[src/rtl/rtc_alarm_core_if.sv]
// Board-side signal bundle of the RTC/alarm core: button/switch inputs in,
// seven-segment drive, ring and time observation out.
interface rtc_alarm_core_if;
    logic        mode12;
    logic [1:0]  view;
    logic        set_sel;
    logic        inc_h;
    logic        inc_m;
    logic        alarm_en;
    logic        snooze;
    logic [3:0]  an;
    logic [6:0]  atog;
    logic        dp;
    logic        ring;
    logic        sec_tick;
    logic [23:0] time_bcd;

    modport master (
        output mode12, view, set_sel, inc_h, inc_m, alarm_en, snooze,
        input  an, atog, dp, ring, sec_tick, time_bcd
    );

    modport slave (
        input  mode12, view, set_sel, inc_h, inc_m, alarm_en, snooze,
        output an, atog, dp, ring, sec_tick, time_bcd
    );
endinterface

[src/rtl/rtc_alarm_core.sv]
// BCD real-time clock with alarm/snooze FSM and a directly driven 4-digit
// multiplexed seven-segment display. Time is kept in 24 h BCD internally.
module rtc_alarm_core #(
    parameter int TICK_DIV   = 50000000,
    parameter int SCAN_BITS  = 15,
    parameter int RING_SECS  = 30,
    parameter int SNOOZE_MIN = 5
) (
    input  logic             clk,
    input  logic             clr_n,
    rtc_alarm_core_if.slave  bus
);
    localparam int             PW         = $clog2(TICK_DIV);
    localparam logic [PW-1:0]  PRESC_MAX  = PW'(TICK_DIV - 1);
    localparam logic [PW-1:0]  PRESC_HALF = PW'(TICK_DIV / 2);
    localparam logic [3:0]     SN_T       = 4'(SNOOZE_MIN / 10);
    localparam logic [3:0]     SN_U       = 4'(SNOOZE_MIN % 10);
    localparam logic [7:0]     RING_LAST  = 8'(RING_SECS - 1);

    localparam logic [1:0] ST_IDLE   = 2'd0;
    localparam logic [1:0] ST_RING   = 2'd1;
    localparam logic [1:0] ST_SNOOZE = 2'd2;

    // Increment a BCD digit pair, wrapping to 00 after max.
    function automatic logic [7:0] bcd_inc(input logic [7:0] v, input logic [7:0] max);
        if (v == max)             return 8'h00;
        if (v[3:0] == 4'd9)       return {v[7:4] + 4'd1, 4'd0};
        return {v[7:4], v[3:0] + 4'd1};
    endfunction

    function automatic logic [7:0] to_12h(input logic [7:0] h);
        if (h == 8'h00)                          return 8'h12;
        if (h[7:4] == 4'd1 && h[3:0] >= 4'd3)    return {4'd0, h[3:0] - 4'd2};
        if (h[7:4] == 4'd2 && h[3:0] <= 4'd1)    return {4'd0, h[3:0] + 4'd8};
        if (h[7:4] == 4'd2)                      return {4'd1, h[3:0] - 4'd2};
        return h;
    endfunction

    function automatic logic [6:0] seg7(input logic [3:0] d);
        case (d)
            4'd0:    return 7'b0000001;
            4'd1:    return 7'b1001111;
            4'd2:    return 7'b0010010;
            4'd3:    return 7'b0000110;
            4'd4:    return 7'b1001100;
            4'd5:    return 7'b0100100;
            4'd6:    return 7'b0100000;
            4'd7:    return 7'b0001111;
            4'd8:    return 7'b0000000;
            4'd9:    return 7'b0000100;
            default: return 7'b1111111;
        endcase
    endfunction

    logic [PW-1:0]        presc_q, presc_d;
    logic [SCAN_BITS-1:0] scan_q, scan_d;
    logic [7:0]           hh_q, hh_d, mm_q, mm_d, ss_q, ss_d;
    logic [7:0]           al_hh_q, al_hh_d, al_mm_q, al_mm_d;
    logic [7:0]           tgt_hh_q, tgt_hh_d, tgt_mm_q, tgt_mm_d;
    logic [1:0]           st_q, st_d;
    logic [7:0]           ring_cnt_q, ring_cnt_d;
    logic [3:0]           an_q, an_d;
    logic [6:0]           atog_q, atog_d;
    logic                 dp_q, dp_d;

    logic       tick, carry_s, carry_m, edit_m, edit_h;
    logic       match_alarm, match_snz;
    logic [4:0] sum_u, sum_t;
    logic [7:0] snz_hh, snz_mm;

    // Timekeeping and edit path.
    always_comb begin
        // NOTE: every combinational output gets a default up front so no path can infer a latch.
        tick    = (presc_q == PRESC_MAX);
        presc_d = tick ? '0 : presc_q + PW'(1);
        scan_d  = scan_q + SCAN_BITS'(1);

        edit_m  = bus.inc_m && !bus.set_sel;
        edit_h  = bus.inc_h && !bus.set_sel;
        carry_s = tick && (ss_q == 8'h59);
        carry_m = carry_s && !edit_m && (mm_q == 8'h59);

        ss_d    = tick ? bcd_inc(ss_q, 8'h59) : ss_q;
        // An edit and a tick carry both mean +1, so the carry is simply absorbed.
        mm_d    = (edit_m || carry_s) ? bcd_inc(mm_q, 8'h59) : mm_q;
        hh_d    = (edit_h || carry_m) ? bcd_inc(hh_q, 8'h23) : hh_q;

        al_mm_d = (bus.inc_m && bus.set_sel) ? bcd_inc(al_mm_q, 8'h59) : al_mm_q;
        al_hh_d = (bus.inc_h && bus.set_sel) ? bcd_inc(al_hh_q, 8'h23) : al_hh_q;

        match_alarm = tick && ({hh_d, mm_d, ss_d} == {al_hh_q, al_mm_q, 8'h00});
        match_snz   = tick && ({hh_d, mm_d, ss_d} == {tgt_hh_q, tgt_mm_q, 8'h00});
    end

    // Snooze target: current hh:mm plus SNOOZE_MIN, digit-wise BCD add.
    always_comb begin
        sum_u = {1'b0, mm_q[3:0]} + {1'b0, SN_U};
        if (sum_u > 5'd9) sum_u = sum_u - 5'd10;
        sum_t = {1'b0, mm_q[7:4]} + {1'b0, SN_T}
              + {4'd0, ({1'b0, mm_q[3:0]} + {1'b0, SN_U}) > 5'd9};
        snz_hh = hh_q;
        if (sum_t > 5'd5) begin
            sum_t  = sum_t - 5'd6;
            snz_hh = bcd_inc(hh_q, 8'h23);
        end
        snz_mm = {sum_t[3:0], sum_u[3:0]};
    end

    always_comb begin
        st_d       = st_q;
        ring_cnt_d = ring_cnt_q;
        tgt_hh_d   = tgt_hh_q;
        tgt_mm_d   = tgt_mm_q;
        if (!bus.alarm_en) begin
            st_d = ST_IDLE;
        end else begin
            case (st_q)
                ST_IDLE: if (match_alarm) begin
                    st_d       = ST_RING;
                    ring_cnt_d = '0;
                end
                ST_RING: if (bus.snooze) begin
                    st_d     = ST_SNOOZE;
                    tgt_hh_d = snz_hh;
                    tgt_mm_d = snz_mm;
                end else if (tick) begin
                    if (ring_cnt_q == RING_LAST) st_d = ST_IDLE;
                    else                         ring_cnt_d = ring_cnt_q + 8'd1;
                end
                ST_SNOOZE: if (match_snz) begin
                    st_d       = ST_RING;
                    ring_cnt_d = '0;
                end
                default: st_d = ST_IDLE;
            endcase
        end
    end

    logic [1:0]  sel;
    logic [7:0]  src_hh, src_mm, disp_hh;
    logic [3:0]  hh_tens, nib;
    logic [15:0] digits;
    logic        dp_lit;

    // Display: digit 3 leftmost, 0xF in a nibble means blank.
    always_comb begin
        sel     = scan_q[SCAN_BITS-1 -: 2];
        src_hh  = (bus.view == 2'd1) ? al_hh_q : hh_q;
        src_mm  = (bus.view == 2'd1) ? al_mm_q : mm_q;
        disp_hh = bus.mode12 ? to_12h(src_hh) : src_hh;
        hh_tens = (bus.mode12 && disp_hh[7:4] == 4'd0) ? 4'hF : disp_hh[7:4];
        case (bus.view)
            2'd0, 2'd1: digits = {hh_tens, disp_hh[3:0], src_mm};
            2'd2:       digits = {mm_q, ss_q};
            default:    digits = 16'hFFFF;
        endcase
        nib    = digits[{sel, 2'b00} +: 4];
        dp_lit = (sel == 2'd2 && !bus.view[0] && bus.view != 2'd3 && presc_q < PRESC_HALF)
              || (sel == 2'd0 && bus.mode12 && !bus.view[1] && src_hh >= 8'h12);
        an_d   = (bus.view == 2'd3) ? 4'hF : ~(4'b0001 << sel);
        atog_d = seg7(nib);
        dp_d   = ~dp_lit;
    end

    // NOTE: sequential state uses non-blocking assignments so every register samples pre-edge values.
    always_ff @(posedge clk) begin
        if (!clr_n) begin
            presc_q    <= '0;
            scan_q     <= '0;
            hh_q       <= 8'h00;
            mm_q       <= 8'h00;
            ss_q       <= 8'h00;
            al_hh_q    <= 8'h00;
            al_mm_q    <= 8'h00;
            tgt_hh_q   <= 8'h00;
            tgt_mm_q   <= 8'h00;
            st_q       <= ST_IDLE;
            ring_cnt_q <= '0;
            an_q       <= 4'hF;
            atog_q     <= 7'h7F;
            dp_q       <= 1'b1;
        end else begin
            presc_q    <= presc_d;
            scan_q     <= scan_d;
            hh_q       <= hh_d;
            mm_q       <= mm_d;
            ss_q       <= ss_d;
            al_hh_q    <= al_hh_d;
            al_mm_q    <= al_mm_d;
            tgt_hh_q   <= tgt_hh_d;
            tgt_mm_q   <= tgt_mm_d;
            st_q       <= st_d;
            ring_cnt_q <= ring_cnt_d;
            an_q       <= an_d;
            atog_q     <= atog_d;
            dp_q       <= dp_d;
        end
    end

    assign bus.sec_tick = tick;
    assign bus.ring     = (st_q == ST_RING);
    assign bus.time_bcd = {hh_q, mm_q, ss_q};
    assign bus.an       = an_q;
    assign bus.atog     = atog_q;
    assign bus.dp       = dp_q;
endmodule

[src/flat_wrapper.sv]
// flat-port wrapper written by rule: the top's interface ports become plain ports
module rtc_alarm_core_flat 
#(
    parameter int TICK_DIV   = 50000000,
    parameter int SCAN_BITS  = 15,
    parameter int RING_SECS  = 30,
    parameter int SNOOZE_MIN = 5
)
  (clk, clr_n, bus_mode12, bus_view, bus_set_sel, bus_inc_h, bus_inc_m, bus_alarm_en, bus_snooze, bus_an, bus_atog, bus_dp, bus_ring, bus_sec_tick, bus_time_bcd);
  rtc_alarm_core_if bus_i ();
  input  logic clk;
  input  logic clr_n;
  input wire logic [$bits(bus_i.mode12)-1:0] bus_mode12;
  input wire logic [$bits(bus_i.view)-1:0] bus_view;
  input wire logic [$bits(bus_i.set_sel)-1:0] bus_set_sel;
  input wire logic [$bits(bus_i.inc_h)-1:0] bus_inc_h;
  input wire logic [$bits(bus_i.inc_m)-1:0] bus_inc_m;
  input wire logic [$bits(bus_i.alarm_en)-1:0] bus_alarm_en;
  input wire logic [$bits(bus_i.snooze)-1:0] bus_snooze;
  output wire logic [$bits(bus_i.an)-1:0] bus_an;
  output wire logic [$bits(bus_i.atog)-1:0] bus_atog;
  output wire logic [$bits(bus_i.dp)-1:0] bus_dp;
  output wire logic [$bits(bus_i.ring)-1:0] bus_ring;
  output wire logic [$bits(bus_i.sec_tick)-1:0] bus_sec_tick;
  output wire logic [$bits(bus_i.time_bcd)-1:0] bus_time_bcd;
  assign bus_i.mode12 = bus_mode12;
  assign bus_i.view = bus_view;
  assign bus_i.set_sel = bus_set_sel;
  assign bus_i.inc_h = bus_inc_h;
  assign bus_i.inc_m = bus_inc_m;
  assign bus_i.alarm_en = bus_alarm_en;
  assign bus_i.snooze = bus_snooze;
  assign bus_an = bus_i.an;
  assign bus_atog = bus_i.atog;
  assign bus_dp = bus_i.dp;
  assign bus_ring = bus_i.ring;
  assign bus_sec_tick = bus_i.sec_tick;
  assign bus_time_bcd = bus_i.time_bcd;
  rtc_alarm_core #(.TICK_DIV(TICK_DIV), .SCAN_BITS(SCAN_BITS), .RING_SECS(RING_SECS), .SNOOZE_MIN(SNOOZE_MIN)) u_core (.clk(clk), .clr_n(clr_n), .bus(bus_i));
endmodule
[config.mk]
export PLATFORM = sky130hd
export DESIGN_NAME = rtc_alarm_core_flat
export DESIGN_NICKNAME = d
export VERILOG_FILES = /design/src/rtl/rtc_alarm_core_if.sv /design/src/rtl/rtc_alarm_core.sv /design/src/flat_wrapper.sv
export SDC_FILE = /design/constraint.sdc
export NUM_CORES = 1
export LEC_CHECK = 0
export ABC_CLOCK_PERIOD_IN_PS = 4800
export BUFFER_PORTS_ARGS = -buffer_cell sky130_fd_sc_hd__buf_2
export CAP_MARGIN = 15
export CORE_ASPECT_RATIO = 0.9
export CORE_UTILIZATION = 60
export CTS_CLUSTER_DIAMETER = 30
export DETAILED_ROUTE_END_ITERATION = 12
export HOLD_SLACK_MARGIN = 0.05
export PLACE_DENSITY_LB_ADDON = 0.1
export REMOVE_ABC_BUFFERS = 1
export SYNTH_ARGS = -nofsm -noshare
export SYNTH_HDL_FRONTEND = slang
export SYNTH_SLANG_ARGS = --single-unit
[constraint.sdc]
create_clock -name clk -period 4.8 [get_ports clk]
set_input_delay 0.96 -clock clk [delete_from_list [all_inputs] [get_ports clk]]
set_output_delay 0.96 -clock clk [all_outputs]
set_load 0.1 [all_outputs]
==> results.json, run 1 <==
{
  "clock_skew_ps": 8.08,
  "crit_path_start_kind": "register",
  "clockBufferDepth": 2,
  "synth_edf_count": 0,
  "p_int_uw": 1960,
  "p_switching_uw": 736,
  "synth_most_common_cell": "nor2_1",
  "top_register": "u_core.presc_q",
  "p_total_uw": 2700,
  "grt_pass1_vias": 7453,
  "syn_area_sq_um": 8420,
  "grt_max_degree": 34,
  "met1_usage_pct": 46.4,
  "max_cap_violations": 0,
  "dr.pass1.iters": 6,
  "p_clk_share_pct": 49.7,
  "layout_setup_ws_ps": 309,
  "area_growth_syn_to_layout_pct": 10.1,
  "initial_core_util_pct": 62.3,
  "p_sw_share_pct": 27.3,
  "tightest_slew_ps": 1060,
  "top_level_ports": 48,
  "arrival_ps": 4820,
  "rows": 40,
  "period_needed_ps": 4490,
  "gr-total-overflow": 0,
  "post_route_cells_drive_above_1_share_pct": 11.9,
  "whs_path_depth": 1,
  "status": "complete, no violations",
  "finalMaxSlewViolations": 0,
  "synth_cells": 1094,
  "dpl.hpwl_um": 16900,
  "clock-sinks": 119,
  "async_flop_share_pct": 0,
  "vias_per_cell": 6.34,
  "largest_register_ffs": 26,
  "met3_usage_pct": 7.52,
  "hold_violations": 0,
  "place_ws_ps": 237,
  "required_ps": 5130,
  "ys_types": 86,
  "period_share_pct": 93.6,
  "setup_viol": 0,
  "clk_pin_slew_ps": 60,
  "gp_congestion": 1.01,
  "yosys_warnings": 0,
  "initialDrtViolationCount": 781,
  "die_w_um": 127,
  "drcViolationCount": 0,
  "nets": 1157,
  "coreArea_sq_um": 13500,
  "max_freq_mhz": 223,
  "cts_setup_buffers": 0,
  "crit_fanout": 16,
  "vdd_drop_max_mv": 0.322,
  "ff2ff_path_depth": 18,
  "power_frac_comb_pct": 12.2,
  "ys_seq_area_share_pct": 28.3,
  "clk_latency_ps": 430,
  "hp-class": "register to register",
  "antenna_found_initial": 0,
  "power_frac_seq_pct": 38.1,
  "numPortBuffers": 47,
  "ant_nets": 0,
  "cts_buffers": 17,
  "dieArea_sq_um": 14500,
  "rsz0062_at_grt": "no",
  "crit_path_end_kind": "register",
  "postSynthAreaPerCell_sq_um": 7.70,
  "leakage_uw": 0.00356,
  "powerDensity_nw_per_um2": 291,
  "crit_type": "register to register",
  "busiest_layer": "met2",
  "synth_top_area_share_pct": 28.3,
  "track_usage_pct": 33.8,
  "ys_seq_elements": 119,
  "vias": 8188,
  "grt_pass1_wl_um": 38600,
  "antenna_cells": 0,
  "relSlewSlack_pct": 29.5,
  "dieHeight_um": 114,
  "grtUsageMet2_pct": 51.8,
  "ys_top_cells_by_area": "dfxtp_1 (28%), nor2_1 (5.7%), ha_1 (5.5%)",
  "wirelength_um": 23900,
  "avgRoutedWirePerCell_um": 18.5,
  "reg.largest.list": "u_core.presc_q (26), u_core.scan_q (15)",
  "synth_ff_type": "dfxtp_1",
  "synth_commonest_cells": "nor2_1 (128), dfxtp_1 (119), nand2_1 (88)",
  "cts_tree": "yes",
  "cts_root_buf": "clkbuf_16",
  "synth_top_area_cell": "dfxtp_1",
  "tns_ps": 0,
  "htreeDepth": 4
}
-- power groups by stage --
stage / sequential [uW] / combinational, uW / clock, uW
global route: 1030 / 351 / 1400
floorplan: 1120 / 161 / 0
CTS: 1030 / 323 / 1350
detailed placement: 1050 / 320 / 0
finish: 1030 / 329 / 1340
global placement: 1050 / 319 / 0
-- per-layer routing --
metal | share of wire [%] | wire [um] | up-vias
met1 | 46 | 11000 | 3803
li1 | - | - | 3968
met3 | 7.9 | 1900 | 66
met5 | 0 | 0 | -
met4 | 2.7 | 656 | 0
met2 | 43 | 10300 | 351
-- area by class of cell --
cell class	instances	area (sq um)
timing repair buffer	62	348
clock buffer	21	470
sequential	119	2380
fill	1152	4240
clock inverter	11	146
multi-input combinational	870	5570
inverter	40	150
tap	168	210
-- critical path, cell delays in order, from the launching register on --
cell and delay [ps]:
dfxtp_1 510, ha_1 280, nor2b_1 100, or2_2 330
ha_1 220, a21boi_0 150, a21oi_1 130, o21ai_0 100
a21oi_1 430, ha_1 270, ha_1 190, xor2_1 320
ha_1 250, a21oi_1 50, a31oi_1 150, a211o_2 350
nand3_1 140, xor2_1 150, a211oi_1 260
-- metrics by stage --
stage / util, % / instances / hold slack, ps / area, sq um
after floorplan: - / 1029 / 418 / 8100
after detailed placement: 64.1 / 1259 / 440 / 8660
after CTS: 68.6 / 1291 / 451 / 9270
final: 68.6 / 1291 / 447 / 9280
after global routing: 68.6 / 1291 / 464 / 9280
after global placement: 64.1 / 1259 / 429 / 8660
-- layout by cell type, fill, tap and decap left out, drive strengths merged, types with 7 or more instances in the layout --
| cell type | Yosys | final |
|---|---|---|
| nand2 | 89 | 89 |
| a32oi | 7 | 7 |
| a31oi | 12 | 12 |
| buf | 11 | 62 |
| a21oi | 80 | 80 |
| clkbuf | 51 | 21 |
| and2 | 13 | 13 |
| nand2b | 11 | 11 |
| and3 | 11 | 11 |
| nand3 | 54 | 54 |
| nand4 | 21 | 21 |
| nor4 | 19 | 19 |
| ha | 37 | 37 |
| dfxtp | 119 | 119 |
| or2 | 8 | 8 |
| mux2i | 18 | 18 |
| o211ai | 8 | 8 |
| nor2 | 130 | 130 |
| o21ai | 71 | 71 |
| nor3 | 29 | 29 |
| inv | 39 | 40 |
| nor2b | 14 | 14 |
| and3b | 7 | 7 |
| a21o | 8 | 8 |
| a211oi | 21 | 21 |
| or3 | 20 | 20 |
| xor2 | 36 | 36 |
| mux2 | 7 | 7 |
| o22ai | 7 | 7 |
| xnor2 | 45 | 45 |
-- kinds of logic (layout without fill, tap and decap cells) --
group	after synthesis	in the layout	share of synthesized area, %
AOI/OAI and AO/OA	273	273	21.0
xor gates and xnor gates	81	81	8.42
and+or+nand+nor	453	453	27.8
buffers and inverters	105	134	5.64
DFF	119	119	28.3
muxes	26	26	3.34
adders and majority gates	37	37	5.50
-- path summary, 6_finish.rpt --
path / end / from / slack (ps)
max reg2reg: u_core.tgt_hh_q[6]$_SDFFE_PN0P_ / u_core.mm_q[1]$_SDFF_PN0_ / 310
max: u_core.tgt_hh_q[6]$_SDFFE_PN0P_ / u_core.mm_q[1]$_SDFF_PN0_ / 310
min reg2reg: u_core.scan_q[0]$_SDFF_PN0_ / u_core.scan_q[0]$_SDFF_PN0_ / 450
min: u_core.scan_q[0]$_SDFF_PN0_ / u_core.scan_q[0]$_SDFF_PN0_ / 450
-- timing repair --
item | 4_1_cts | 5_1_grt
hold buffers | 0 | 0
endpoints found under the setup margin | 0 | 5
gates resized for setup | 0 | 1
No activity file was read; power rests on OpenSTA's default activity.
==> run 2, diff against run 1 <==
--- a/config.mk
+++ b/config.mk
@@ -9,7 +9,8 @@
 export BUFFER_PORTS_ARGS = -buffer_cell sky130_fd_sc_hd__buf_2
 export CAP_MARGIN = 15
 export CORE_ASPECT_RATIO = 0.9
-export CORE_UTILIZATION = 60
+export CORE_UTILIZATION = 28
+export CTS_BUF_LIST = sky130_fd_sc_hd__clkbuf_16
 export CTS_CLUSTER_DIAMETER = 30
 export DETAILED_ROUTE_END_ITERATION = 12
 export HOLD_SLACK_MARGIN = 0.05
==> constraint.sdc (replaced) <==
create_clock -name clk -period 4.8 [get_ports clk]
set_input_delay 0.96 -clock clk [delete_from_list [all_inputs] [get_ports clk]]
set_output_delay 0.96 -clock clk [all_outputs]
set_load 0.005 [all_outputs]
==> run 2 against run 1 <==
  * Final cell count up 18%
  * Sequential power about the same
  * Critical path depth unchanged
  * Setup slack better by 44 ps
  * Sequential share of layout area down 0.95 points
  * Maximum frequency up 0.99%
  * Clock-buffer cell count down 4
  * Critical path type unchanged
  * Largest power group unchanged
==> results.json, run 2 (synthesized netlist as in run 1, its figures left out) <==
{
  "clock_skew_ps": 11.3,
  "cts_tree": "yes",
  "antenna_found_initial": 0,
  "rsz0062_at_grt": "no",
  "r2r-start": "u_core.mm_q[1]$_SDFF_PN0_",
  "relSlewSlack_pct": 32.0,
  "dr.pass1.iters": 5,
  "rrSetupSlack_ps": 350,
  "cts_buffers": 17,
  "nets": 1167,
  "clk_pin_slew_ps": 60,
  "wirelength_um": 28400,
  "tightest_slew_ps": 1020,
  "critPathCapture": "u_core.tgt_hh_q[6]$_SDFFE_PN0P_",
  "grt_pass1_wl_um": 44400,
  "p_total_uw": 2640,
  "powerDensity_nw_per_um2": 274,
  "initial_core_util_pct": 28.8,
  "avgRoutedWirePerCell_um": 18.6,
  "vdd_drop_max_mv": 0.238,
  "reg.largest.list": "u_core.presc_q (26), u_core.scan_q (15)",
  "clk_latency_ps": 430,
  "top_level_ports": 48,
  "cts_root_buf": "clkbuf_16",
  "fillers": 3180,
  "drcViolationCount": 0,
  "arrival_ps": 4790,
  "crit_type": "register to register",
  "finalMaxSlewViolations": 0,
  "gr-total-overflow": 0,
  "ant_nets": 0,
  "grt_pass1_vias": 7447,
  "vias": 7979,
  "ff2ff_path_depth": 18,
  "grt_max_degree": 47,
  "final_common_cell": "nor2_1",
  "htreeDepth": 4,
  "p_switching_uw": 714,
  "clock-sinks": 119,
  "crit_path_end_kind": "register",
  "cts_resized": 0,
  "r2r_end": "u_core.tgt_hh_q[6]$_SDFFE_PN0P_",
  "coreArea_sq_um": 29200,
  "gp_congestion": 0.890,
  "p_clk_share_pct": 51.0,
  "dpl-instance-area_sq_um": 9030,
  "p_sw_share_pct": 27.1,
  "initialDrtViolationCount": 645,
  "status": "complete, no violations",
  "crit_fanout": 16,
  "tns_ps": 0,
  "period_needed_ps": 4450,
  "setup_viol": 0,
  "leakage_uw": 0.00360,
  "die_w_um": 185,
  "largest_register_ffs": 26,
  "vias_per_cell": 5.22,
  "required_ps": 5140,
  "period_share_pct": 92.6,
  "dieHeight_um": 167,
  "top_register": "u_core.presc_q",
  "power_frac_comb_pct": 10.1,
  "dieArea_sq_um": 30800,
  "post_route_cells_drive_above_1_share_pct": 12.6,
  "dpl.hpwl_um": 21200,
  "max_freq_mhz": 225,
  "final_cell_mix": "nor2_1 (128), dfxtp_1 (119), nand2_1 (88)",
  "track_usage_pct": 18.8,
  "power_frac_seq_pct": 38.9,
  "p_int_uw": 1920,
  "holdWs_ps": 450,
  "hold_violations": 0,
  "max_cap_violations": 0,
  "cts_hold_buf": 0,
  "startpoint": "u_core.mm_q[1]$_SDFF_PN0_",
  "fin_area_sq_um": 9630,
  "clockBufferDepth": 2,
  "antenna_cells": 0,
  "hp-class": "register to register",
  "cts_setup_buffers": 0,
  "rows": 59,
  "numPortBuffers": 47,
  "post-route-util_pct": 32.9,
  "crit_path_start_kind": "register",
  "area_growth_syn_to_layout_pct": 14.3
}
run 2: cell types whose count changed in the layout (fill, tap and decap cells not counted), moves of 2 or more:
cell and delta:
buf_4 +9, clkbuf_8 -3, clkinvlp_4 +3, inv_6 +2
run 2: how the worst min path moves through the flow:
| stage | from | endpoint | slack (ps) | depth (start not counted) |
|---|---|---|---|---|
| after floorplan | u_core.scan_q[0]$_SDFF_PN0_ | u_core.scan_q[0]$_SDFF_PN0_ | 420 | 1 |
| after global placement | u_core.scan_q[0]$_SDFF_PN0_ | u_core.scan_q[0]$_SDFF_PN0_ | 430 | 1 |
| after detailed placement | u_core.scan_q[0]$_SDFF_PN0_ | u_core.scan_q[0]$_SDFF_PN0_ | 440 | 1 |
| after CTS | u_core.scan_q[0]$_SDFF_PN0_ | u_core.scan_q[0]$_SDFF_PN0_ | 450 | 1 |
| after global routing | u_core.scan_q[0]$_SDFF_PN0_ | u_core.scan_q[0]$_SDFF_PN0_ | 490 | 1 |
| final | u_core.scan_q[0]$_SDFF_PN0_ | u_core.scan_q[0]$_SDFF_PN0_ | 450 | 1 |
run 2: final cells by class:
type	instances	area, sq um	share of cell area (%)
clock buffers	17	425	4.42
clock inverters	15	176	1.83
inverters	40	150	1.56
multi-input cells	870	5570	57.8
flip-flops and latches	119	2380	24.7
well taps	396	495	5.14
repair buffers	72	435	4.52
run 2: critical path, stage by stage, from the launching register on:
cell and delay [ps]:
dfxtp_1 520, ha_1 280, nor2b_1 100, or2_2 330, ha_1 230, a21boi_0 150, a21oi_1 140, o21ai_0 90
a21oi_1 240, ha_1 230, ha_1 200, xor2_1 300, ha_1 240, a21oi_1 50, a31oi_1 150, a211o_1 540
nand3_1 170, xor2_1 170, a211oi_1 230
run 2: through the flow:
stage / setup slack (ps) / std cells
finish: 354 / 1529
global placement: 577 / 1497
detailed placement: 414 / 1497
floorplan: 828 / 1029
global route: 26.9 / 1529
CTS: 402 / 1529
run 2: power by group through the flow:
| stage | clock (uW) | combinational [uW] | sequential, uW |
|---|---|---|---|
| global route | 1430 | 293 | 1030 |
| finish | 1340 | 267 | 1030 |
| detailed placement | 0 | 265 | 1050 |
| CTS | 1380 | 266 | 1030 |
| global placement | 0 | 266 | 1050 |
| floorplan | 0 | 161 | 1050 |
run 2: metal layers:
| metal | track usage (%) | vias up | part of all wire (%) |
|---|---|---|---|
| li1 | - | 3991 | - |
| met1 | 27.8 | 3795 | 52 |
| met2 | 27.1 | 170 | 42 |
| met3 | 3.54 | 23 | 4.4 |
| met4 | 5.61 | 0 | 1.9 |
| met5 | 0 | - | 0 |
